==> src/rtl/pipe_stage_skid_pkg.sv <==
// Shared widths and state encoding for the ID->EX skid stage.
package pipe_stage_skid_pkg;

  localparam int INST_ADDR_W = 32;
  localparam int DATA_BUS_W  = 32;
  localparam int REG_ADDR_W  = 5;

  localparam int DATA_W_DEF  = 128;
  localparam int CNT_W_DEF   = 16;

  // Encoding doubles as the held-beat count.
  typedef enum logic [1:0] {
    ST_EMPTY = 2'd0,
    ST_ONE   = 2'd1,
    ST_FULL  = 2'd2
  } state_e;

endpackage

==> src/rtl/pipe_stage_skid_if.sv <==
// Upstream/downstream handshake bundle for the skid stage.
interface pipe_stage_skid_if
  import pipe_stage_skid_pkg::*;
#(
  parameter int DATA_W = DATA_W_DEF
) ();

  logic              up_valid;
  logic              up_ready;
  logic [DATA_W-1:0] up_data;
  logic              up_is_branch;
  logic              dn_valid;
  logic              dn_ready;
  logic [DATA_W-1:0] dn_data;
  logic              dn_is_in_delayslot;

  modport slave (
    input  up_valid, up_data, up_is_branch, dn_ready,
    output up_ready, dn_valid, dn_data, dn_is_in_delayslot
  );

  modport master (
    output up_valid, up_data, up_is_branch, dn_ready,
    input  up_ready, dn_valid, dn_data, dn_is_in_delayslot
  );

endinterface

==> src/rtl/pipe_stage_skid_sat_counter.sv <==
// Saturating up-counter; holds at all-ones once reached.
module sat_counter #(
  parameter int W = 16
) (
  input  logic         clk,
  input  logic         rst,
  input  logic         inc_i,
  output logic [W-1:0] cnt_o
);

  logic [W-1:0] cnt_q, cnt_d;

  assign cnt_d = (inc_i && (cnt_q != '1)) ? cnt_q + W'(1) : cnt_q;
  assign cnt_o = cnt_q;

  always_ff @(posedge clk or posedge rst) begin
    if (rst) cnt_q <= '0;
    else     cnt_q <= cnt_d;
  end

endmodule

==> src/rtl/pipe_stage_skid.sv <==
// Two-entry skid buffer between ID and EX with delay-slot tagging,
// flush, and a saturating downstream-bubble counter.
module pipe_stage_skid
  import pipe_stage_skid_pkg::*;
#(
  parameter int DATA_W = DATA_W_DEF,
  parameter int CNT_W  = CNT_W_DEF
) (
  input  logic              clk,
  input  logic              rst,
  input  logic              flush,
  pipe_stage_skid_if.slave  bus,
  output logic              dn_next_in_delayslot,
  output logic [1:0]        occupancy,
  output logic [CNT_W-1:0]  bubble_cnt
);

  typedef struct packed {
    logic [DATA_W-1:0] data;
    logic              tag;
  } entry_t;

  state_e state_q, state_d;
  entry_t head_q, head_d, skid_q, skid_d, in_e;
  logic   pend_q, pend_d;
  logic   up_ready_q;
  logic   push, pop;

  assign push = bus.up_valid & up_ready_q;
  assign pop  = bus.dn_valid & bus.dn_ready;
  assign in_e = '{data: bus.up_data, tag: pend_q};

  always_comb begin
    state_d = state_q;
    head_d  = head_q;
    skid_d  = skid_q;
    pend_d  = pend_q;
    if (flush) begin
      // Flush beats both push and pop; payload may stay stale.
      state_d     = ST_EMPTY;
      pend_d      = 1'b0;
      head_d.tag  = 1'b0;
      skid_d.tag  = 1'b0;
    end else begin
      if (push) pend_d = bus.up_is_branch;
      case (state_q)
        ST_EMPTY: begin
          if (push) begin
            head_d  = in_e;
            state_d = ST_ONE;
          end
        end
        ST_ONE: begin
          if (push && pop) begin
            head_d = in_e;
          end else if (push) begin
            skid_d  = in_e;
            state_d = ST_FULL;
          end else if (pop) begin
            state_d = ST_EMPTY;
          end
        end
        ST_FULL: begin
          if (pop) begin
            head_d  = skid_q;
            state_d = ST_ONE;
          end
        end
        default: state_d = ST_EMPTY;
      endcase
    end
  end

  always_ff @(posedge clk or posedge rst) begin
    if (rst) begin
      state_q    <= ST_EMPTY;
      head_q     <= '0;
      skid_q     <= '0;
      pend_q     <= 1'b0;
      up_ready_q <= 1'b1;
    end else begin
      state_q    <= state_d;
      head_q     <= head_d;
      skid_q     <= skid_d;
      pend_q     <= pend_d;
      up_ready_q <= (state_d != ST_FULL);
    end
  end

  assign bus.up_ready           = up_ready_q;
  assign bus.dn_valid           = (state_q != ST_EMPTY);
  assign bus.dn_data            = head_q.data;
  assign bus.dn_is_in_delayslot = head_q.tag;
  assign dn_next_in_delayslot   = pend_q;
  assign occupancy              = state_q;

  sat_counter #(.W(CNT_W)) u_bubble_cnt (
    .clk   (clk),
    .rst   (rst),
    .inc_i (~bus.dn_valid & bus.dn_ready),
    .cnt_o (bubble_cnt)
  );

endmodule

==> src/flat_wrapper.sv <==
// flat-port wrapper written by rule: the top's interface ports become plain ports
module pipe_stage_skid_flat import pipe_stage_skid_pkg::*;
#(
  parameter int DATA_W = DATA_W_DEF,
  parameter int CNT_W  = CNT_W_DEF
)
  (clk, rst, flush, dn_next_in_delayslot, occupancy, bubble_cnt, bus_up_valid, bus_up_data, bus_up_is_branch, bus_dn_ready, bus_up_ready, bus_dn_valid, bus_dn_data, bus_dn_is_in_delayslot);
  pipe_stage_skid_if #(.DATA_W(DATA_W)) bus_i ();
  input  logic clk;
  input  logic rst;
  input  logic flush;
  output logic dn_next_in_delayslot;
  output logic [1:0] occupancy;
  output logic [CNT_W-1:0] bubble_cnt;
  input wire logic [$bits(bus_i.up_valid)-1:0] bus_up_valid;
  input wire logic [$bits(bus_i.up_data)-1:0] bus_up_data;
  input wire logic [$bits(bus_i.up_is_branch)-1:0] bus_up_is_branch;
  input wire logic [$bits(bus_i.dn_ready)-1:0] bus_dn_ready;
  output wire logic [$bits(bus_i.up_ready)-1:0] bus_up_ready;
  output wire logic [$bits(bus_i.dn_valid)-1:0] bus_dn_valid;
  output wire logic [$bits(bus_i.dn_data)-1:0] bus_dn_data;
  output wire logic [$bits(bus_i.dn_is_in_delayslot)-1:0] bus_dn_is_in_delayslot;
  assign bus_i.up_valid = bus_up_valid;
  assign bus_i.up_data = bus_up_data;
  assign bus_i.up_is_branch = bus_up_is_branch;
  assign bus_i.dn_ready = bus_dn_ready;
  assign bus_up_ready = bus_i.up_ready;
  assign bus_dn_valid = bus_i.dn_valid;
  assign bus_dn_data = bus_i.dn_data;
  assign bus_dn_is_in_delayslot = bus_i.dn_is_in_delayslot;
  pipe_stage_skid #(.DATA_W(DATA_W), .CNT_W(CNT_W)) u_core (.clk(clk), .rst(rst), .flush(flush), .bus(bus_i), .dn_next_in_delayslot(dn_next_in_delayslot), .occupancy(occupancy), .bubble_cnt(bubble_cnt));
endmodule
==> config.mk <==
export PLATFORM = sky130hd
export DESIGN_NAME = pipe_stage_skid_flat
export DESIGN_NICKNAME = d
export VERILOG_FILES = /design/src/rtl/pipe_stage_skid_pkg.sv /design/src/rtl/pipe_stage_skid_if.sv /design/src/rtl/pipe_stage_skid_sat_counter.sv /design/src/rtl/pipe_stage_skid.sv /design/src/flat_wrapper.sv
export SDC_FILE = /design/constraint.sdc
export NUM_CORES = 1
export LEC_CHECK = 0
export ABC_AREA = 1
export ABC_CLOCK_PERIOD_IN_PS = 8800
export BUFFER_PORTS_ARGS = -buffer_cell sky130_fd_sc_hd__buf_2
export CELL_PAD_IN_SITES_DETAIL_PLACEMENT = 0
export CELL_PAD_IN_SITES_GLOBAL_PLACEMENT = 1
export CORE_UTILIZATION = 36
export DETAILED_ROUTE_END_ITERATION = 8
export PLACE_DENSITY_LB_ADDON = 0.05
export RECOVER_POWER = 100
export SETUP_SLACK_MARGIN = 0.05
export SLEW_MARGIN = 10
export SYNTH_ARGS = -nofsm -noshare
export SYNTH_HDL_FRONTEND = slang
export SYNTH_SLANG_ARGS = --single-unit
==> constraint.sdc <==
create_clock -name clk -period 8.8 [get_ports clk]
set_clock_uncertainty 0.15 [all_clocks]
set_input_delay 0.44 -clock clk [delete_from_list [all_inputs] [get_ports clk]]
set_output_delay 0.44 -clock clk [all_outputs]
set_load 0.02 [all_outputs]
---- Word level (Yosys, flattened, before mapping) ----
Index checks and enable logic that the tools add are counted.
storage, ports and cells
  word-level logic and storage cells ...... 56
  register bits ........................... 278
  output and inout bits ................... 150
cells by class
  bitwise gates (word level) .............. 6
  mux-type cells .......................... 18
  reductions and logical operators ........ 12
  add/sub/neg operators ................... 1
  eq/ne operators ......................... 11
operator list
  operator                                                count
  2-to-1 mux 129 bit                                      3
  case mux 129 bit (3 select lines)                       1
  adder 16 x 1 -> 16 bit (second input constant)          1
  inequality test 16 bit (second input constant)          1
  2-to-1 mux 2 bit                                        6
  inequality test 3 x 2 -> 1 bit (second input constant)  3
  AND reduction 4 bit                                     2
  2-to-1 mux 1 bit                                        7
  inequality test 2 x 1 -> 1 bit (second input constant)  3
  case mux 2 bit (3 select lines)                         1
  nonzero test 2 bit                                      3
  AND reduction 5 bit                                     1
  inequality test 2 bit (second input constant)           2
  nonzero test 4 bit                                      1
  bitwise AND 1 bit                                       3
  NOT 1 bit                                               3
  AND reduction 3 bit                                     1
  nonzero test 3 bit                                      1
  == test 2 x 1 -> 1 bit (second input constant)          1
  == test 2 bit (second input constant)                   1
  logical AND 1 bit                                       2
  logical NOT 2 bit                                       1

---- Depth between registers and ports, before layout ----
Gate-level depths: netlist of run 1.
  depth in word-level cells ............... 8
  depth in mapped cells ................... 9

---- Modules after synthesis ----
A second synthesis of run 1 with hierarchy kept.
second synthesis, totals
  cell total of the unflattened synthesis .. 1,597
  area total of the unflattened synthesis .. 12,993.7 um^2
by module, submodules not included
  module           sequential area each (um^2)  area each (um^2)  cells an instance  instances
  pipe_stage_skid  6,557.5                      11,923.9          1,447              1
  sat_counter      400.4                        1,069.8           150                1

---- Least setup slack after synthesis of run 1 ----
No wires, ideal clock.
  kind .................................... register to register
  start point ............................. register u_core.u_bubble_cnt.cnt_q[0] (netlist: u_core.u_bubble_cnt.cnt_o[0])
  end point ............................... register u_core.u_bubble_cnt.cnt_q[0] (netlist: u_core.u_bubble_cnt.cnt_o[0])
  stages on the path, launching flop included .. 10
  buffers on the path ..................... 1
  data required time ...................... 8.533 ns
  data arrival time ....................... 1.655 ns
  library setup time ...................... 0.117 ns
  slack ................................... 6.878 ns
  path through ............................ dfrtp_1 > ha_1 > inv_1 > nor2_4 > nand2_2 > o21ai_4 > inv_2 > buf_6 > nand2_1 > nand2_1
on the way
  word-level cells in the longest chain between the ends .. 2
  elaborated cells on any way between the ends .. 3
  classes of those cells .................. add/sub (1); eq/ne (1); reduce/logical (1)
RTL lines
  item                                                            RTL line                           source
  start: declaration                                              pipe_stage_skid_sat_counter.sv:11  logic [W-1:0] cnt_q, cnt_d;
  start signal: assignment                                        pipe_stage_skid_sat_counter.sv:18  else cnt_q <= cnt_d;
  branches (longest 2 deep; another with adder 16 x 1 -> 16 bit)  n/a
Parallel ways; which one is timed is not known.
A chain may end at the register's enable or synchronous reset.

---- Worst setup path in the final report of run 1 ----
  start point ............................. register u_core.state_q[1] (netlist: u_core.occupancy[1])
  end point ............................... register u_core.head_q, in the netlist u_core.bus.dn_data[121]
on the way
  word-level cells in the longest chain between the ends .. 5
  elaborated cells on any way between the ends .. 12
  classes of those cells .................. eq/ne (5); mux (1); bitwise (1); reduce/logical (5)
RTL lines
  item                                      RTL line               source
  start: declaration                        pipe_stage_skid.sv:23  state_e state_q, state_d;
  start signal: assignment                  pipe_stage_skid.sv:82  state_q <= state_d;
  nonzero test 2 bit                        pipe_stage_skid.sv:91  assign bus.dn_valid = (state_q != ST_EMPTY);
  bitwise AND 1 bit                         pipe_stage_skid.sv:30  assign pop = bus.dn_valid & bus.dn_ready;
  logical AND 1 bit                         pipe_stage_skid.sv:54  if (push && pop) begin
  inequality test 2 x 1 -> 1 bit (no line)  n/a
  AND reduction 5 bit (no line)             n/a
  end signal: assignment                    pipe_stage_skid.sv:77  head_q <= '0;
  end signal: assignment                    pipe_stage_skid.sv:83  head_q <= head_d;
  end: declaration                          pipe_stage_skid.sv:24  entry_t head_q, head_d, skid_q, skid_d, in_e;
Several ways; a longest one is shown, not always the timed one.

==> results of run 1 <==
layout make-up:
cell class | count | share of cell area [%]
diodes | 2 | 0.0339
clock buffers | 52 | 7.48
clock inverters | 3 | 0.272
inverters | 19 | 0.509
multi-input cells | 1041 | 31.8
flip-flops and latches | 278 | 47.2
well taps | 448 | 3.80
repair buffers | 293 | 8.90
routing by layer:
metal / global-route usage, % / routed length, um
met5: 0 / 25
met2: 30.9 / 15800
met4: 4.92 / 624
met1: 28.6 / 16300
met3: 4.01 / 2140
report_power, final:
part / total [mW] / switching, mW / internal, mW
clock: 1.41 / 0.525 / 0.885
combinational: 0.703 / 0.478 / 0.225
sequential: 1.74 / 0.171 / 1.57
total: 3.85 / 1.17 / 2.67
state kept, by name (all words and copies together), names as in the netlist:
signal / count
u_core.dn_next_in_delayslot: 1
u_core.skid_q: 129
u_core.occupancy: 2
u_core.bus.up_ready: 1
u_core.bus.dn_is_in_delayslot: 1
u_core.u_bubble_cnt.cnt_o: 16
u_core.bus.dn_data: 128
cells by family after synthesis:
| kind of cell | synth area share (%) |
|---|---|
| flops | 57.0 |
| buf+inv | 4.47 |
| compound gates | 8.96 |
| fa+ha+maj | 0.102 |
| xor+xnor | 0.502 |
| simple gates | 29.0 |
metrics by stage:
step	instance area (sq um)	hold slack (ps)
CTS	15000	11.1
global route	14700	28.8
global placement	13900	304
finish	14700	31.6
floorplan	12200	293
detailed placement	13900	309
how the worst max path moves through the flow:
stage / endpoint / start / slack (ps) / depth (start not counted)
after floorplan: u_core.bus.dn_data[0] / rst / 550 / 1
after global placement: u_core.bus.dn_data[8] / u_core.occupancy[1] / 5450 / 5
after detailed placement: u_core.bus.dn_data[121] / u_core.occupancy[1] / 5370 / 5
after CTS: u_core.bus.dn_data[10] / u_core.occupancy[1] / 5360 / 5
after global routing: u_core.bus.dn_data[37] / u_core.occupancy[1] / 3000 / 6
final: u_core.bus.dn_data[121] / u_core.occupancy[1] / 3570 / 6
layout by cell type (no fill, tap or decap), types with 2 or more instances in the layout:
| cell type | instances |
|---|---|
| a21oi_1 | 3 |
| o31ai_1 | 122 |
| nand4_1 | 4 |
| clkbuf_1 | 154 |
| xnor2_1 | 5 |
| o31ai_2 | 6 |
| nor2_1 | 274 |
| clkbuf_8 | 12 |
| buf_2 | 133 |
| diode_2 | 2 |
| dfrtp_1 | 277 |
| clkbuf_16 | 37 |
| buf_4 | 8 |
| nand3_1 | 135 |
| nand2_1 | 471 |
| xor2_1 | 2 |
| clkinv_2 | 2 |
| nand2_4 | 2 |
| inv_1 | 16 |
| o21ai_0 | 11 |
worst max-delay path: cells and delay by family (launching register included):
| family | cells | cell delay (ps) |
|---|---|---|
| flip-flops | 1 | 440 |
| AO/OA/AOI/OAI | 1 | 350 |
| AND/OR/NAND/NOR | 3 | 2680 |
| buffers and inverters | 2 | 1430 |
==> impl_results.md, run 1 <==
- Fill cell count: ~3400
- Failing checks: max-capacitance violations, max-slew violations
- Die Area: around 35000 sq um
- Total negative setup slack: 0 ps
- Cell area after synthesis: around 12000 sq um
- CP Data Arrival Time: between 5000 and 6000 ps
- Critical path class: reg -> reg
- Final std cells w/o fill: between 2000 and 2500
- Hold path depth: 3
- Hpwl dp: 20700 um
- WHS Endpoint: u_core.skid_q[84]
- Layout Utilization: 44.1%
- Min Tclk post-route: roughly 5200 ps
- GRT Util Overall: between 10% and 20%
- Root Buffer: clkbuf_16
- Drt first pass iters: 4
- Syn avg cell area: 8.49 sq um
- CP Max Fanout: 96
- Initial Util: about 37%
- Cells after Synth: between 1000 and 1500
- Max Clk Rate: approximately 190 MHz
- Worst Tran Pin Value: 5650 ps
- Worst Hold Launch: bus_up_data[83]
- Initial DRC count: 587
- Placed instance count: 2079
- Hold-fix buffers, CTS: 0
- Rel. slew slack: -279%
- Final ANT Viol Nets: 0
- Worst-path clk slew: 60 ps
- Core ar.: ~33000 sq um
- FF+latch count, synth: ~280
- Die height: 186 um
- Max-slew violations: between 200 and 300
- Period utilization: slightly below 60%
- Sequential standard cell area: around 7000 sq um
- Sequential element share of the synthesized area: 57.0%
- Htree depth: 2
- Cell with the most instances after synthesis: nand2_1
- Worst VDD drop: around 0.00013 V
- Vias in the first global route: roughly 9600
- Worst reg2reg path startpoint: u_core.occupancy[1]
- Primary FF master, synth: dfrtp_1
- Critical path launch point type: flip-flop
- Routed WL: between 30000 and 40000 um
- Yosys warns: 0
- Clk sink count: 278
- Max Cap Violations: 4
- Synth top cells by count: 473 x nand2_1, 277 x dfrtp_1, 274 x nor2_1
- Syn_nets: 1573
- Outcome: finished, violations left
- Final worst-path setup slack: approximately 3600 ps
- Initial antenna violation count: 4
- # resized after CTS: 0
- DRC viols: 0
- R2r endpoint: u_core.bus.dn_data[121]
- Final total power: around 3.8 mW
- Die width: between 150 and 200 um
- Dominant cell type by area after synthesis: dfrtp_1
- Synth cell types: 28
- Worst-path cell chain: inv_1 > nand2_1 > nand2_1 > nand3_1 > buf_4 > o31ai_1
- Row count: 67
- Most used cell along the critical path: nand2_1
- Power per cell area: about 260 nW/um^2
- Max stage delay on crit path: around 2500 ps
- Area contributors post-synth: dfrtp_1 57%, nand2_1 15%, nor2_1 8.4%, o31ai_1 7.3%, nand3_1 5.5%
- I/O Buffers: 283
- Reg2reg setup slack: between 3000 and 4000 ps
- IO Count: around 280
- Data required time of the worst path: ~9000 ps
- Layout area overhead: 20.7%
- Synth async-reset ratio: between 90% and 100%
- Vias per cell: approximately 4.8
- Global placement routability congestion: between 0.7 and 0.8
- Yosys top cell area share: between 50% and 60%
- Grt ovf: 0
- Crit-path slowest cell: nand3_1
- Multi-input logic area: ~4700 sq um
- Leakage: about 7.4 nW
- CTS tree: done
- First-pass GRT wire length: roughly 54000 um
- Final setup viols: 0
- Final Hold Violating Endpoints: 0
- CP endpoint kind: flip-flop
- NumNets Final: ~1800
- Post-CTS Setup Repair Bufs: 0
- Max Root-Sink Buffers: 3
- Number of flops mapped to enable cells by yosys: 0
- Clock latency on the worst-skew pair: roughly 500 ps
- Routed via count: between 10000 and 15000
- Place WS: around 5400 ps
- CTS Buf Count: 35
- Share of cells above drive strength 1: about an eighth
- Pin count of the biggest net entering global routing: 158
- FF-to-FF path depth: 6
- Min-Delay Path Class: in -> reg
- Unrepaired setup endpoints after global routing: no
- Routed len/inst: approximately 16 um
Note: power is estimated with default switching activity, not from simulation.
==> run 2, diff against run 1 <==
Settings changed: ABC_CLOCK_PERIOD_IN_PS 8800 to 5400, CORE_UTILIZATION 36 to 40.
Clock period 8.8 ns to 5.4 ns, I/O delays scaled along.
==> run 2 against run 1 <==
  * Critical path depth unchanged
  * Combinational power increased by 74%
  * Maximum frequency rose by 33%
  * Highest routed layer is now met4
  * The flow still finishes with violations (max-capacitance violations, max-slew violations)
  * Die area down 9.9%
==> impl_results.md, run 2 (synthesized netlist as in run 1, its figures left out) <==
- Layout area overhead: 30.4%
- Leakage: 7.90 nW (+6.8%)
- Vias in the first global route: 10620 (+11%)
- Clock latency on the worst-skew pair: 550 ps (+50 ps)
- Routed len/inst: 16.1 um (-1.4%)
- CP Launch Point: u_core.occupancy[0]
- Rel. slew slack: -90.1% (+190 points)
- Most common cell after layout, fill and taps aside: nand2_1
- Drt first pass iters: 5 (+1)
- Critical path launch point type: flip-flop
- Power per cell area: 387 nW/um^2 (+48%)
- CP Max Fanout: 66 (-31%)
- Critical path class: reg -> reg
- Routed WL: 35700 um (+2.4%)
- Combinational power share: 19.8% (+1.5 points)
- Total negative setup slack: 0 ps (unchanged)
- Dpl cell area: 13800 sq um (-0.30%)
- DRC viols: 0 (unchanged)
- Die width: 177 um (-5.1%)
- Clk sink count: 278 (unchanged)
- Top reg by flops: u_core.skid_q
- CP Data Arrival Time: 4250 ps (-1220 ps)
- Seq pwr share: 45.9% (+0.8 points)
- Root Buffer: clkbuf_16
- Most used cell along the critical path: inv_1
- Hpwl dp: 20500 um (-1.1%)
- Internal Power: 4.26 mW (+59%)
- Switch share: 30.9% (+0.43 points)
- Fill cell count: 2945 (-15%)
- Min Tclk post-route: 3920 ps (-1310 ps)
- Global routing usage on met1: 30.9% (+2.3 points)
- Largest register FFs: 129 (unchanged)
- Most frequent cells in the layout: 471 x nand2_1, 277 x dfrtp_1, 274 x nor2_1, 167 x clkbuf_1
- Core ar.: 29900 sq um (-11%)
- Initial DRC count: 825 (+41%)
- Final ANT Viol Nets: 0 (unchanged)
- Routed via count: 10977 (+6.9%)
- Hold path depth: 4 (+1)
- Switch Pwr: 1.91 mW (+63%)
- FF-to-FF path depth: 6 (unchanged)
- WHS Endpoint: u_core.occupancy[0]
- Busiest grt layer: met2
- CP delay by family, top: buffers and inverters
- Met2 Resource Use GR: 37.2% (+6.3 points)
- Initial Util: 40.9% (+4.4 points)
- # resized after CTS: 0 (unchanged)
- Worst-path cell chain: inv_1 > nand2_4 > inv_4 > clkbuf_1 > o21ai_0 > inv_1
- Max Cap Violations: 9 (+5)
- Final setup viols: 0 (unchanged)
- First-pass GRT wire length: 57000 um (+5.3%)
- Grt ovf: 0 (unchanged)
- Initial antenna violation count: 3 (-1)
- Share of cells above drive strength 1: 11.1% (-1.2 points)
- Pin count of the biggest net entering global routing: 175 (+11%)
- NumNets Final: 1936 (+7.4%)
- Clock power share: 34.3% (-2.3 points)
- Worst Hold Launch: bus_up_valid
- Die height: 177 um (-5.1%)
- I/O Buffers: 283 (unchanged)
- Crit-path slowest cell: clkbuf_1
- Final Hold Violating Endpoints: 0 (unchanged)
- Worst VDD drop: 0.000237 V (+77%)
- Final Instance Area: 15900 sq um (+8.0%)
- Vias per cell: 4.95 (+3.0%)
- Worst-path clk slew: 60 ps (about the same)
- Worst reg2reg path startpoint: u_core.occupancy[0]
- CP bufs+invs: 4 (+2)
- CP endpoint kind: flip-flop
- IO Count: 284 (unchanged)
- Max Root-Sink Buffers: 3 (unchanged)
- M3 GR Usage: 3.69% (-0.32 points)
- Outcome: finished, violations left
- Unrepaired setup endpoints after global routing: no
- Htree depth: 1 (-1)
- Min-Delay Path Class: in -> reg
- Max stage delay on crit path: 1450 ps (-1010 ps)
- CTS tree: done
- Failing checks: max-capacitance violations, max-slew violations
- Worst Tran Pin Value: 2850 ps (-2800 ps)
- R2r endpoint: u_core.occupancy[1]
- GRT Util Overall: 22.7% (+2.8 points)
- Max-slew violations: 581 (+98%)
- Die Area: 31200 sq um (-9.9%)
- CTS Buf Count: 31 (-11%)
- Max Clk Rate: 255 MHz (+33%)
- Reg2reg setup slack: 1480 ps (-2090 ps)
- Data required time of the worst path: 5730 ps (-3310 ps)
- Row count: 63 (-6.0%)
- Period utilization: 72.6% (+13 points)
- Global placement routability congestion: 0.752 (+2.5%)
run 2: changes by cell type in the layout (fill, tap and decap cells not counted), moves of 2 or more:
cell / previous run / this run
clkbuf_1: 154 / 167
o31ai_1: 122 / 120
clkbuf_16: 37 / 31
dlygate4sd3_1: 0 / 134
buf_4: 8 / 4
clkbuf_8: 12 / 10
clkbuf_2: 0 / 3
o31ai_2: 6 / 8
run 2: final cells by class:
cell class                 instances  area, sq um  share of cell area [%]
clock buffer                      54          962                    6.04
clock inverter                     3         65.1                   0.409
sequential                       278         6960                    43.7
multi-input combinational       1041         4710                    29.6
timing repair buffer             430         2660                    16.7
antenna                            3         7.51                  0.0471
tap                              390          488                    3.06
inverter                          19         75.1                   0.471
run 2: metrics by stage:
| stage | hold slack, ps | utilization [%] | total power, mW | cells | setup slack, ps |
|---|---|---|---|---|---|
| 2_1_floorplan | 265 | - | 3.61 | 1438 | 1300 |
| 3_3_place_gp | 85.1 | 46.2 | 4.05 | 2024 | 2530 |
| 3_5_place_dp | 92.0 | 46.2 | 4.08 | 2024 | 2420 |
| 4_1_cts | 59.7 | 54.2 | 6.30 | 2215 | 2400 |
| 5_1_grt | 67.3 | 53.3 | 6.52 | 2218 | 1120 |
| 6_report | 50.7 | 53.3 | 6.17 | 2218 | 1480 |
run 2: what timing repair did:
item / 4_1_cts / 5_1_grt
endpoints found under the hold margin: 268 / 0
buffers inserted: 0 / 0
hold buffers: 134 / 0
run 2: worst max path at each step:
stage / to / slack, ps / cells after the start
3_3_place_gp: u_core.bus.dn_data[72] / 2530 / 5
3_5_place_dp: u_core.bus.dn_data[127] / 2420 / 5
4_1_cts: u_core.bus.dn_data[127] / 2400 / 5
2_1_floorplan: u_core.bus.dn_data[0] / 1300 / 1
5_1_grt: u_core.u_bubble_cnt.cnt_o[14] / 1120 / 8
6_report: u_core.occupancy[1] / 1480 / 6
run 2: power groups by stage:
stage               combinational (mW)  clock (mW)  sequential (mW)
floorplan                        0.562           0             3.05
global placement                  1.20           0             2.85
detailed placement                1.23           0             2.85
CTS                               1.30        2.17             2.82
global route                      1.38        2.25             2.89
finish                            1.22        2.12             2.83
run 2: worst register-to-register path, delay by kind of cell, from the launching register on:
family	cells	cell delay (ps)
compound gates	1	390
buf+inv	4	2520
flops	1	390
simple gates	1	400
run 2: layer usage:
layer / part of all wire (%) / up-vias
met5: 0 / -
met4: 2.6 / 0
met3: 5.8 / 55
met2: 45 / 300
met1: 46 / 5206
li1: - / 5416
